`config.mk`:
```
export PLATFORM = sky130hd
export DESIGN_NAME = imm_insert
export DESIGN_NICKNAME = d
export VERILOG_FILES = /design/src/rtl/imm_insert.sv
export SDC_FILE = /design/constraint.sdc
export NUM_CORES = 1
export LEC_CHECK = 0
export CORE_ASPECT_RATIO = 0.8
export CORE_MARGIN = 3
export CORE_UTILIZATION = 44
export CTS_CLUSTER_SIZE = 16
export DETAILED_ROUTE_END_ITERATION = 8
export GPL_ROUTABILITY_DRIVEN = 0
export PLACE_DENSITY_LB_ADDON = 0.2
export SYNTH_ARGS = -nofsm -noshare
export SYNTH_HDL_FRONTEND = slang
export SYNTH_SLANG_ARGS = --single-unit
```
`constraint.sdc`:
```
create_clock -name clk -period 5.9 [get_ports clk]
set_clock_uncertainty 0.15 [all_clocks]
set_input_delay 1.18 -clock clk [delete_from_list [all_inputs] [get_ports clk]]
set_output_delay 1.18 -clock clk [all_outputs]
set_load 0.02 [all_outputs]
```
`src/rtl/imm_insert.sv`:
```
// +--------------------------------------------------------------------------+
// | imm_insert: packs a signed immediate into an RV32I template word, with     |
// | a range/alignment check, 2-entry output FIFO and a saturating error count. |
// | Optional IMM_INSERT_DROP_EN: erroneous requests are counted, not emitted.  |
// | Rev 1.0                                                                   |
// +--------------------------------------------------------------------------+
`default_nettype none

module imm_insert #(
  parameter int ERRCNT_W = 8
) (
  input  logic                clk,
  input  logic                rst_n,
  input  logic                in_valid,
  output logic                in_ready,
  input  logic [31:0]         in_imm,
  input  logic [31:0]         in_tmpl,
  input  logic [1:0]          in_ImmSrc,
  output logic                out_valid,
  input  logic                out_ready,
  output logic [31:0]         out_instr,
  output logic                out_err,
  output logic [ERRCNT_W-1:0] err_count
);

  localparam logic [1:0] c_FMT_I = 2'b00;
  localparam logic [1:0] c_FMT_S = 2'b01;
  localparam logic [1:0] c_FMT_B = 2'b10;
  localparam logic [1:0] c_FMT_J = 2'b11;

`ifdef IMM_INSERT_DROP_EN
  localparam int c_ENTRY_W = 32;
`else
  localparam int c_ENTRY_W = 33;
`endif

  logic [31:0]          w_instr;
  logic                 w_err;
  logic [c_ENTRY_W-1:0] w_entry;
  logic                 w_accept;
  logic                 w_push;
  logic                 w_pop;
  logic                 w_full;

  logic [c_ENTRY_W-1:0] r_mem [2];
  logic                 r_wr_ptr;
  logic                 r_rd_ptr;
  logic [1:0]           r_count;
  logic [ERRCNT_W-1:0]  r_err_count;

  // The error test is "upper bits are a pure sign extension" over the field width.
  always_comb begin
    w_instr = in_tmpl;
    w_err   = 1'b0;
    case (in_ImmSrc)
      c_FMT_I: begin
        w_instr[31:20] = in_imm[11:0];
        w_err          = !((&in_imm[31:11]) || !(|in_imm[31:11]));
      end
      c_FMT_S: begin
        w_instr[31:25] = in_imm[11:5];
        w_instr[11:7]  = in_imm[4:0];
        w_err          = !((&in_imm[31:11]) || !(|in_imm[31:11]));
      end
      c_FMT_B: begin
        w_instr[31]    = in_imm[12];
        w_instr[7]     = in_imm[11];
        w_instr[30:25] = in_imm[10:5];
        w_instr[11:8]  = in_imm[4:1];
        w_err          = !((&in_imm[31:12]) || !(|in_imm[31:12])) || in_imm[0];
      end
      c_FMT_J: begin
        w_instr[31]    = in_imm[20];
        w_instr[30:21] = in_imm[10:1];
        w_instr[20]    = in_imm[11];
        w_instr[19:12] = in_imm[19:12];
        w_err          = !((&in_imm[31:20]) || !(|in_imm[31:20])) || in_imm[0];
      end
      default: begin
        w_instr = in_tmpl;
        w_err   = 1'b0;
      end
    endcase
  end

  // in_ready looks only at stored occupancy, never at out_ready.
  assign w_full    = (r_count == 2'd2);
  assign in_ready  = rst_n && !w_full;
  assign out_valid = (r_count != 2'd0);
  assign w_accept  = in_valid && in_ready;
  assign w_pop     = out_valid && out_ready;
  assign err_count = r_err_count;

`ifdef IMM_INSERT_DROP_EN
  assign w_entry   = w_instr;
  assign w_push    = w_accept && !w_err;
  assign out_instr = r_mem[r_rd_ptr];
  assign out_err   = 1'b0;
`else
  assign w_entry   = {w_instr, w_err};
  assign w_push    = w_accept;
  assign out_instr = r_mem[r_rd_ptr][32:1];
  assign out_err   = r_mem[r_rd_ptr][0];
`endif

  always_ff @(posedge clk) begin
    if (!rst_n) begin
      for (int i = 0; i < 2; i++) begin
        r_mem[i] <= '0;
      end
      r_wr_ptr    <= 1'b0;
      r_rd_ptr    <= 1'b0;
      r_count     <= 2'd0;
      r_err_count <= '0;
    end else begin
      if (w_push) begin
        r_mem[r_wr_ptr] <= w_entry;
        r_wr_ptr        <= ~r_wr_ptr;
      end
      if (w_pop) begin
        r_rd_ptr <= ~r_rd_ptr;
      end
      r_count <= r_count + {1'b0, w_push} - {1'b0, w_pop};
      if (w_accept && w_err && (r_err_count != '1)) begin
        r_err_count <= r_err_count + 1'b1;
      end
    end
  end

endmodule

`default_nettype wire
```
==> flow_summary.ini, run 1 <==
[timing]
worst_slew_pin_slew_ns = 1.16
finalCriticalPeriod_ns = 4.19
rsz0062_at_grt = no
finalCritPeriodShare_pct = 71.0
max_freq_mhz = 239
setup_violations = 0
maxSlewViolCount = 0
max_slew_margin_pct = 22.3
holdWs_ns = 0.360
report.final.hold_viol_count = 0
tns_ns = 0
fin_ws_ns = 1.71

[floorplanning]
fp.dieH_um = 89.5
die_w_um = 110
fp.dieArea_um2 = 9880
initial_core_util_pct = 46.8
num_io_pins = 113
core_um2 = 8200
rows = 29

[pwr]
pwr-share-clk_pct = 21.8
finalPower_mw = 1.67
max-vdd-ir-drop_mv = 0.300
switching_power_uw = 535
combPwrFrac_pct = 35.8
seqPwrFrac_pct = 42.4
leakage_nw = 2.01
netSwitchingFraction_pct = 32.0
power_density_nw_per_um2 = 325
p_int_mw = 1.14

[clock_network]
clock-sinks = 79
ctsResizeCount = 0
cts_buffers = 9
cts_setup_buffers = 0
cts_root_buf = clkbuf_8
insertion_delay_ns = 0.35
clk_pin_slew_worst_paths_ns = 0.08
cts_tree = done
cts.path.max_buffers = 2
cts-htree-levels = 3
cts_hold_buf = 0

[layout]
num-nets-final = 499
multi_input_area_um2 = 1480
post_layout_nonfiller_instances = 535
layout_common_cells = clkdlybuf4s50_1, edfxtp_1, nor2_1
n_fill_cell = 664
regArea_um2 = 2240
num_antenna_cells = 0
syn_to_final_growth_pct = 34.5
final_layout_size_suffix_gt1_share_pct = 13.6
final_common_cell = clkdlybuf4s50_1

[grt]
grt_pass1_wl_um = 13800
antenna_found_initial = 0
grt.total_usage_pct = 18.7
overflow = 0
grt_pass1_vias = 2771
grt_max_degree = 34

[placement]
dp.cells = 519
port_buffers = 105
place_ws_ns = 1.43
dpl.hpwl_um = 6010

[logic_synthesis]
synth_cells = 320
yosysSeqAreaShare_pct = 58.4
syn_nets = 397
synth.distinct_cells = 36
synth_top_area_share_pct = 51.7
synth_top_cell_by_area = edfxtp_1
synth_area_per_cell_um2 = 12.0
ys_ff_latch = 79
synth_area_um2 = 3840
synthTopCellsByArea = edfxtp_1, mux2_2, dfxtp_1, and3_1, nor2_1
ys_warn_count = 0

[setup_path]
reg2reg_from = r_count[0]
worst_setup_path_end_kind = output port
cp-start-kind = primary input
startpoint = rst_n
worstSetupPathType = primary input to output port
critPathRequiredTime_ns = 4.57
crit_fanout = 19
cp.arrival_ns = 2.86

[min_path]
min_path_type = flop to flop
worstHoldStart = err_count[4]

[run]
maxCapViolCount = 0

[routing]
wl_um = 8760
vias = 2863
drc = 0
ant_nets = 0
vias_per_cell = 5.35
first_iter_violations = 142
wl_per_cell_um = 16.4
first_pass_iters = 4

[outcome]
status = complete, no violations
-- sequential cells by signal, summed over array words and instances, names as in the netlist, named ones only --
register and count:
err_count 8, r_count 2, r_mem 66, r_rd_ptr 1
r_wr_ptr 1
-- worst paths after layout --
check	depth (start not counted)	to	slack, ns
worst max-delay path	3	in_ready	1.71
worst min-delay path	1	err_count[4]	0.36
worst max register to register	7	r_mem[0][9]	3.14
worst min register to register	1	err_count[4]	0.36
-- area by class of cell --
cell class,count,area share [%]
well taps,108,2.62
clock buffers,9,2.40
inverters,8,0.582
repair buffers,110,21.1
clock inverters,7,1.07
multi-input cells,214,28.8
flip-flops and latches,79,43.5
-- critical path: stages --
cell             delay, ns
clkdlybuf4s50_1       0.84
and2_1                0.23
clkdlybuf4s50_1       0.61
-- kinds of logic after synthesis --
kind of cell | count (synthesis) | synth area share (%)
simple gates | 136 | 18.6
xor+xnor | 3 | 0.685
mux | 46 | 13.1
buf+inv | 27 | 2.87
flops | 79 | 58.4
fa+ha+maj | 7 | 2.28
compound gates | 22 | 4.08
-- synth_stat cells (all sizes together) --
master,instances
edfxtp,66
nor2,42
and3,33
mux2,33
clkbuf,16
nand2,14
dfxtp,13
mux2i,13
inv,8
and2,7
ha,7
nand4,7
a21oi,6
nand3,6
nor2b,6
nor4,6
a31oi,5
nor3b,5
buf,3
or2,3
xnor2,3
a21boi,2
a22oi,2
a41o,2
nand2b,2
nand4b,2
nor3,2
a22o,1
a31o,1
o21ai,1
o22ai,1
o32ai,1
or3,1
-- power groups by stage --
stage,logic (mW),clock network (mW),registers (mW)
after CTS,0.609,0.376,0.710
after detailed placement,0.605,0,0.723
final,0.600,0.364,0.710
after global routing,0.648,0.403,0.717
after global placement,0.600,0,0.719
after floorplan,0.349,0,0.722
-- stage by stage --
step	util (%)	instance area (um^2)
2_1_floorplan	-	3840
3_3_place_gp	60.7	4980
3_5_place_dp	60.7	4980
4_1_cts	62.9	5160
5_1_grt	62.9	5160
6_report	62.9	5160
-- metal layers --
metal	wire length [um]	track usage, %	vias up
met5	0	0	-
met3	723	6.43	10
li1	-	-	1384
met1	3840	25.5	1365
met2	4100	28.5	104
met4	94	5.82	0
(Power assumes the default switching activity.)
==> run 2: changes to the inputs <==
==> constraint.sdc (replaced) <==
create_clock -name clk -period 4.3 [get_ports clk]
set_clock_uncertainty 0.15 [all_clocks]
set_input_delay 0.86 -clock clk [delete_from_list [all_inputs] [get_ports clk]]
set_output_delay 0.86 -clock clk [all_outputs]
set_load 0.02 [all_outputs]
==> run 2 against run 1 <==
  * Clock power increased by 72%
  * First-iteration DRC count fell by 7.0%
  * Combinational power is 39% higher
  * Wire length increased by 4.8%
  * Clock-buffer cell count unchanged
  * Die area stayed put
  * Critical path depth unchanged
  * Cell area rose by 2.0%
  * Sequential share of layout area fell by 0.86 points
  * Sequential power grew 40%
  * Register-to-register slack lost 1.2 ns
  * Via count up 1.3%
  * Largest power group unchanged
==> flow_summary.ini, run 2 (synthesis gave the netlist of run 1 again) <==
[setup_path]
cpPeakStageDelay_ns = 0.66
cp_slowest_cell = clkdlybuf4s50_1
worstReg2RegEnd = r_mem[0][10]
startpoint = rst_n
critPathRequiredTime_ns = 3.29
worst-path-buf-inv = 2
regToRegSetupSlack_ns = 1.97
worstSetupPathType = primary input to output port
reg2reg_from = r_count[0]
cp.arrival_ns = 2.31
path_delay_family = buffers and inverters
cp-start-kind = primary input
worst_setup_path_end_kind = output port
path_cells = clkdlybuf4s50_1 -> and2_1 -> clkdlybuf4s50_1
reg2reg_depth = 8
crit_fanout = 10
cp_common_cell = clkdlybuf4s50_1

[timing]
rsz0062_at_grt = no
report.final.hold_viol_count = 0
worst_slew_pin_slew_ns = 0.691
finalCriticalPeriod_ns = 3.32
finalCritPeriodShare_pct = 77.3
tns_ns = 0
setup_violations = 0
max_freq_mhz = 301
maxSlewViolCount = 0
holdWs_ns = 0.375
max_slew_margin_pct = 54.0

[placement]
port_buffers = 105
placedInstanceArea_um2 = 5030
dpl.hpwl_um = 6450

[layout]
layout_common_cells = clkdlybuf4s50_1, edfxtp_1, nor2_1
final_area_um2 = 5260
n_fill_cell = 694
final_layout_size_suffix_gt1_share_pct = 14.4
num-nets-final = 503
multi_input_area_um2 = 1480
regArea_um2 = 2240
num_antenna_cells = 0
top_register = r_mem
final_common_cell = clkdlybuf4s50_1
syn_to_final_growth_pct = 37.2
largest_reg_flops = 66

[clock_network]
cts_root_buf = clkbuf_8
cts.path.max_buffers = 2
cts-htree-levels = 3
clock-sinks = 79
clk_pin_slew_worst_paths_ns = 0.08
cts_buffers = 9
cts_setup_buffers = 0
ctsResizeCount = 0
insertion_delay_ns = 0.35
cts_tree = done
cts_hold_buf = 0

[routing]
wl_per_cell_um = 17.0
first_pass_iters = 4
wl_um = 9180
ant_nets = 0
vias = 2901
drc = 0
vias_per_cell = 5.38
first_iter_violations = 132

[floorplanning]
num_io_pins = 113
initial_core_util_pct = 46.8
rows = 29
die_w_um = 110
core_um2 = 8200
fp.dieArea_um2 = 9880
fp.dieH_um = 89.5

[min_path]
worstHoldStart = err_count[3]
hold_path_end = err_count[3]
min_path_type = flop to flop
holdPathStages = 1

[grt]
grt_pass1_wl_um = 14400
grtUsageMet2_pct = 32.0
use_met1_pct = 25.4
grt_pass1_vias = 2875
gr-max-usage-layer = met2
antenna_found_initial = 0
grt.total_usage_pct = 19.5
overflow = 0
grtUsageMet3_pct = 5.34
grt_max_degree = 28

[outcome]
status = complete, no violations

[pwr]
power_density_nw_per_um2 = 466
leakage_nw = 2.06
max-vdd-ir-drop_mv = 0.424

[run]
maxCapViolCount = 0
run 2: cell types whose count changed in the layout (fill, tap and decap cells not counted):
cell and delta:
clkinv_2 -1, clkinv_4 -1, buf_4 +2, inv_8 +1, inv_6 -1, bufinv_16 +2, buf_12 +2
run 2: through the flow:
stage               worst slack [ns]  cells  total power [mW]  util, %
finish                         0.975    539              2.45     64.2
global route                   0.934    539              2.58     64.2
CTS                            0.970    539              2.48     64.2
detailed placement             0.898    523              1.85     61.4
global placement               0.947    523              1.83     61.4
floorplan                       1.29    320              1.47        -
run 2: worst max path at each step:
stage	to	slack (ns)	depth (start not counted)
2_1_floorplan	r_mem[0][0]	1.29	7
3_3_place_gp	r_mem[0][16]	0.95	8
3_5_place_dp	err_count[1]	0.90	9
4_1_cts	in_ready	0.97	3
5_1_grt	in_ready	0.93	3
6_report	in_ready	0.98	3
run 2: where the power goes:
group / total, mW / switching (mW) / internal, mW
Combinational: 0.835 / 0.403 / 0.432
Sequential: 0.992 / 0.0589 / 0.933
Clock: 0.627 / 0.293 / 0.335
Total: 2.45 / 0.754 / 1.70
run 2: worst register-to-register path, stage by stage, from the launching register on:
cell	delay (ns)
dfxtp_1	0.35
nand2b_1	0.19
nand3_1	0.15
inv_1	0.14
buf_4	0.26
nand2_1	0.08
buf_4	0.24
nand2_1	0.11
buf_4	0.32
run 2: final cells by class:
cell class	count	share of cell area (%)
Clock buffer	9	2.35
Sequential cell	79	42.6
Inverter	8	0.571
Timing Repair Buffer	114	21.7
Tap cell	108	2.57
Multi-Input combinational cell	214	28.2
Clock inverter	7	1.97
run 2: routing by layer:
metal	share of wire [%]	up-vias
met5	0	-
met4	1.0	0
met3	7.3	10
met2	47	89
met1	45	1407
li1	-	1395
==> run 3: changes to the inputs <==
==> constraint.sdc (replaced) <==
create_clock -name clk -period 3.2 [get_ports clk]
set_clock_uncertainty 0.15 [all_clocks]
set_input_delay 0.64 -clock clk [delete_from_list [all_inputs] [get_ports clk]]
set_output_delay 0.64 -clock clk [all_outputs]
set_load 0.02 [all_outputs]
==> run 3 against run 2 <==
  * Utilization fell by 0.14 points
  * Flip-flop and latch count did not move
  * Clock power rose by 20%
  * Final cell count rose by 0.93%
  * Non-clock buffer count rose by 5
  * Power rose by 30%
  * Via count rose by 0.59%
  * Critical path type unchanged
==> flow_summary.ini, run 3 (synthesis gave the netlist of run 1 again) <==
[layout]
top_register = r_mem
num-nets-final = 508
final_common_cell = clkdlybuf4s50_1
post_layout_nonfiller_instances = 544
largest_reg_flops = 66
syn_to_final_growth_pct = 36.9
final_layout_size_suffix_gt1_share_pct = 15.4
layout_common_cells = clkdlybuf4s50_1, edfxtp_1, nor2_1
num_antenna_cells = 0

[clock_network]
cts-htree-levels = 3
cts_hold_buf = 0
clk_pin_slew_worst_paths_ns = 0.09
cts_root_buf = clkbuf_8
cts.path.max_buffers = 2
cts_tree = done
clock-sinks = 79
cts_setup_buffers = 0
ctsResizeCount = 0
cts_buffers = 9
insertion_delay_ns = 0.35

[pwr]
leakage_nw = 2.07
switching_power_uw = 999
netSwitchingFraction_pct = 31.2
pwr-share-clk_pct = 23.6
combPwrFrac_pct = 35.7
p_int_mw = 2.20
max-vdd-ir-drop_mv = 0.617
power_density_nw_per_um2 = 609
seqPwrFrac_pct = 40.7

[timing]
max_slew_margin_pct = 60.6
worst_slew_pin_slew_ns = 0.591
max_freq_mhz = 357
finalCritPeriodShare_pct = 87.7
rsz0062_at_grt = no
setup_violations = 0
tns_ns = 0
report.final.hold_viol_count = 0
fin_ws_ns = 0.395
maxSlewViolCount = 0
finalCriticalPeriod_ns = 2.81

[floorplanning]
num_io_pins = 113
rows = 29
fp.dieArea_um2 = 9880
initial_core_util_pct = 46.8
fp.dieH_um = 89.5
die_w_um = 110
core_um2 = 8200

[routing]
first_pass_iters = 4
ant_nets = 0
wl_um = 9100
drc = 0
first_iter_violations = 114
wl_per_cell_um = 16.7
vias_per_cell = 5.36
vias = 2918

[setup_path]
worstSetupEndpoint = in_ready
worstReg2RegEnd = r_mem[0][20]
regToRegSetupSlack_ns = 1.15
reg2reg_from = r_count[0]
worstSetupPathType = primary input to output port
critPathRequiredTime_ns = 2.41
crit_fanout = 7
reg2reg_depth = 6
cp-start-kind = primary input
worst_setup_path_end_kind = output port
startpoint = rst_n
cp.arrival_ns = 2.02

[grt]
grt_pass1_wl_um = 14400
antenna_found_initial = 0
grt_max_degree = 24
grt_pass1_vias = 2929
grt.total_usage_pct = 19.7
overflow = 0

[run]
maxCapViolCount = 0

[outcome]
status = complete, no violations

[placement]
place_ws_ns = 0.255
port_buffers = 105
dp.cells = 528
dpl.hpwl_um = 6470

[min_path]
worstHoldStart = err_count[0]
min_path_type = flop to flop
[run 3: cell count changes in the layout (fill, tap and decap cells not counted)]
cell        before  now
clkinv_2         0    1
buf_12           2    0
buf_4            7   14
clkinv_4         0    2
clkinvlp_4       2    1
bufinv_16        2    1
inv_6            2    1
[run 3: layer usage]
layer	global-route usage (%)	vias to the layer above	routed length (um)
met3	5.27	7	631
li1	-	1408	-
met1	26.0	1426	4090
met2	32.0	77	4280
met5	0	-	0
met4	6.15	0	95
[run 3: worst min-delay path by stage]
stage                     slack, ns            to  depth (start not counted)
after floorplan                0.35      r_wr_ptr                          2
after global placement         0.33  err_count[4]                          1
after detailed placement       0.34  err_count[0]                          1
after CTS                      0.36  err_count[0]                          1
after global routing           0.41  err_count[5]                          2
final                          0.36  err_count[0]                          1
[run 3: power groups by stage]
| stage | Clock (mW) | Combinational (mW) | Sequential, mW |
|---|---|---|---|
| final | 0.755 | 1.14 | 1.30 |
| after global routing | 0.812 | 1.24 | 1.32 |
| after CTS | 0.774 | 1.16 | 1.30 |
| after detailed placement | 0 | 1.15 | 1.33 |
| after global placement | 0 | 1.13 | 1.32 |
| after floorplan | 0 | 0.643 | 1.33 |
[run 3: worst max-delay path: stages]
cell	delay (ns)
clkdlybuf4s50_1	0.61
and2_1	0.17
clkdlybuf4s50_1	0.60
[run 3: stage by stage]
step	hold WS, ns	total power [mW]	cell area, um^2	utilization [%]
final	0.365	3.20	5250	64.0
after floorplan	0.350	1.97	3840	-
after global routing	0.407	3.37	5250	64.0
after CTS	0.365	3.23	5250	64.0
after global placement	0.330	2.46	5050	61.6
after detailed placement	0.340	2.48	5050	61.6
[run 3: cell type report]
class | instances | area (um^2)
clock inverter | 7 | 80.1
clock buffer | 9 | 124
tap | 108 | 135
sequential | 79 | 2240
fill | 686 | 2950
multi-input combinational | 214 | 1480
timing repair buffer | 119 | 1160
inverter | 8 | 30.0
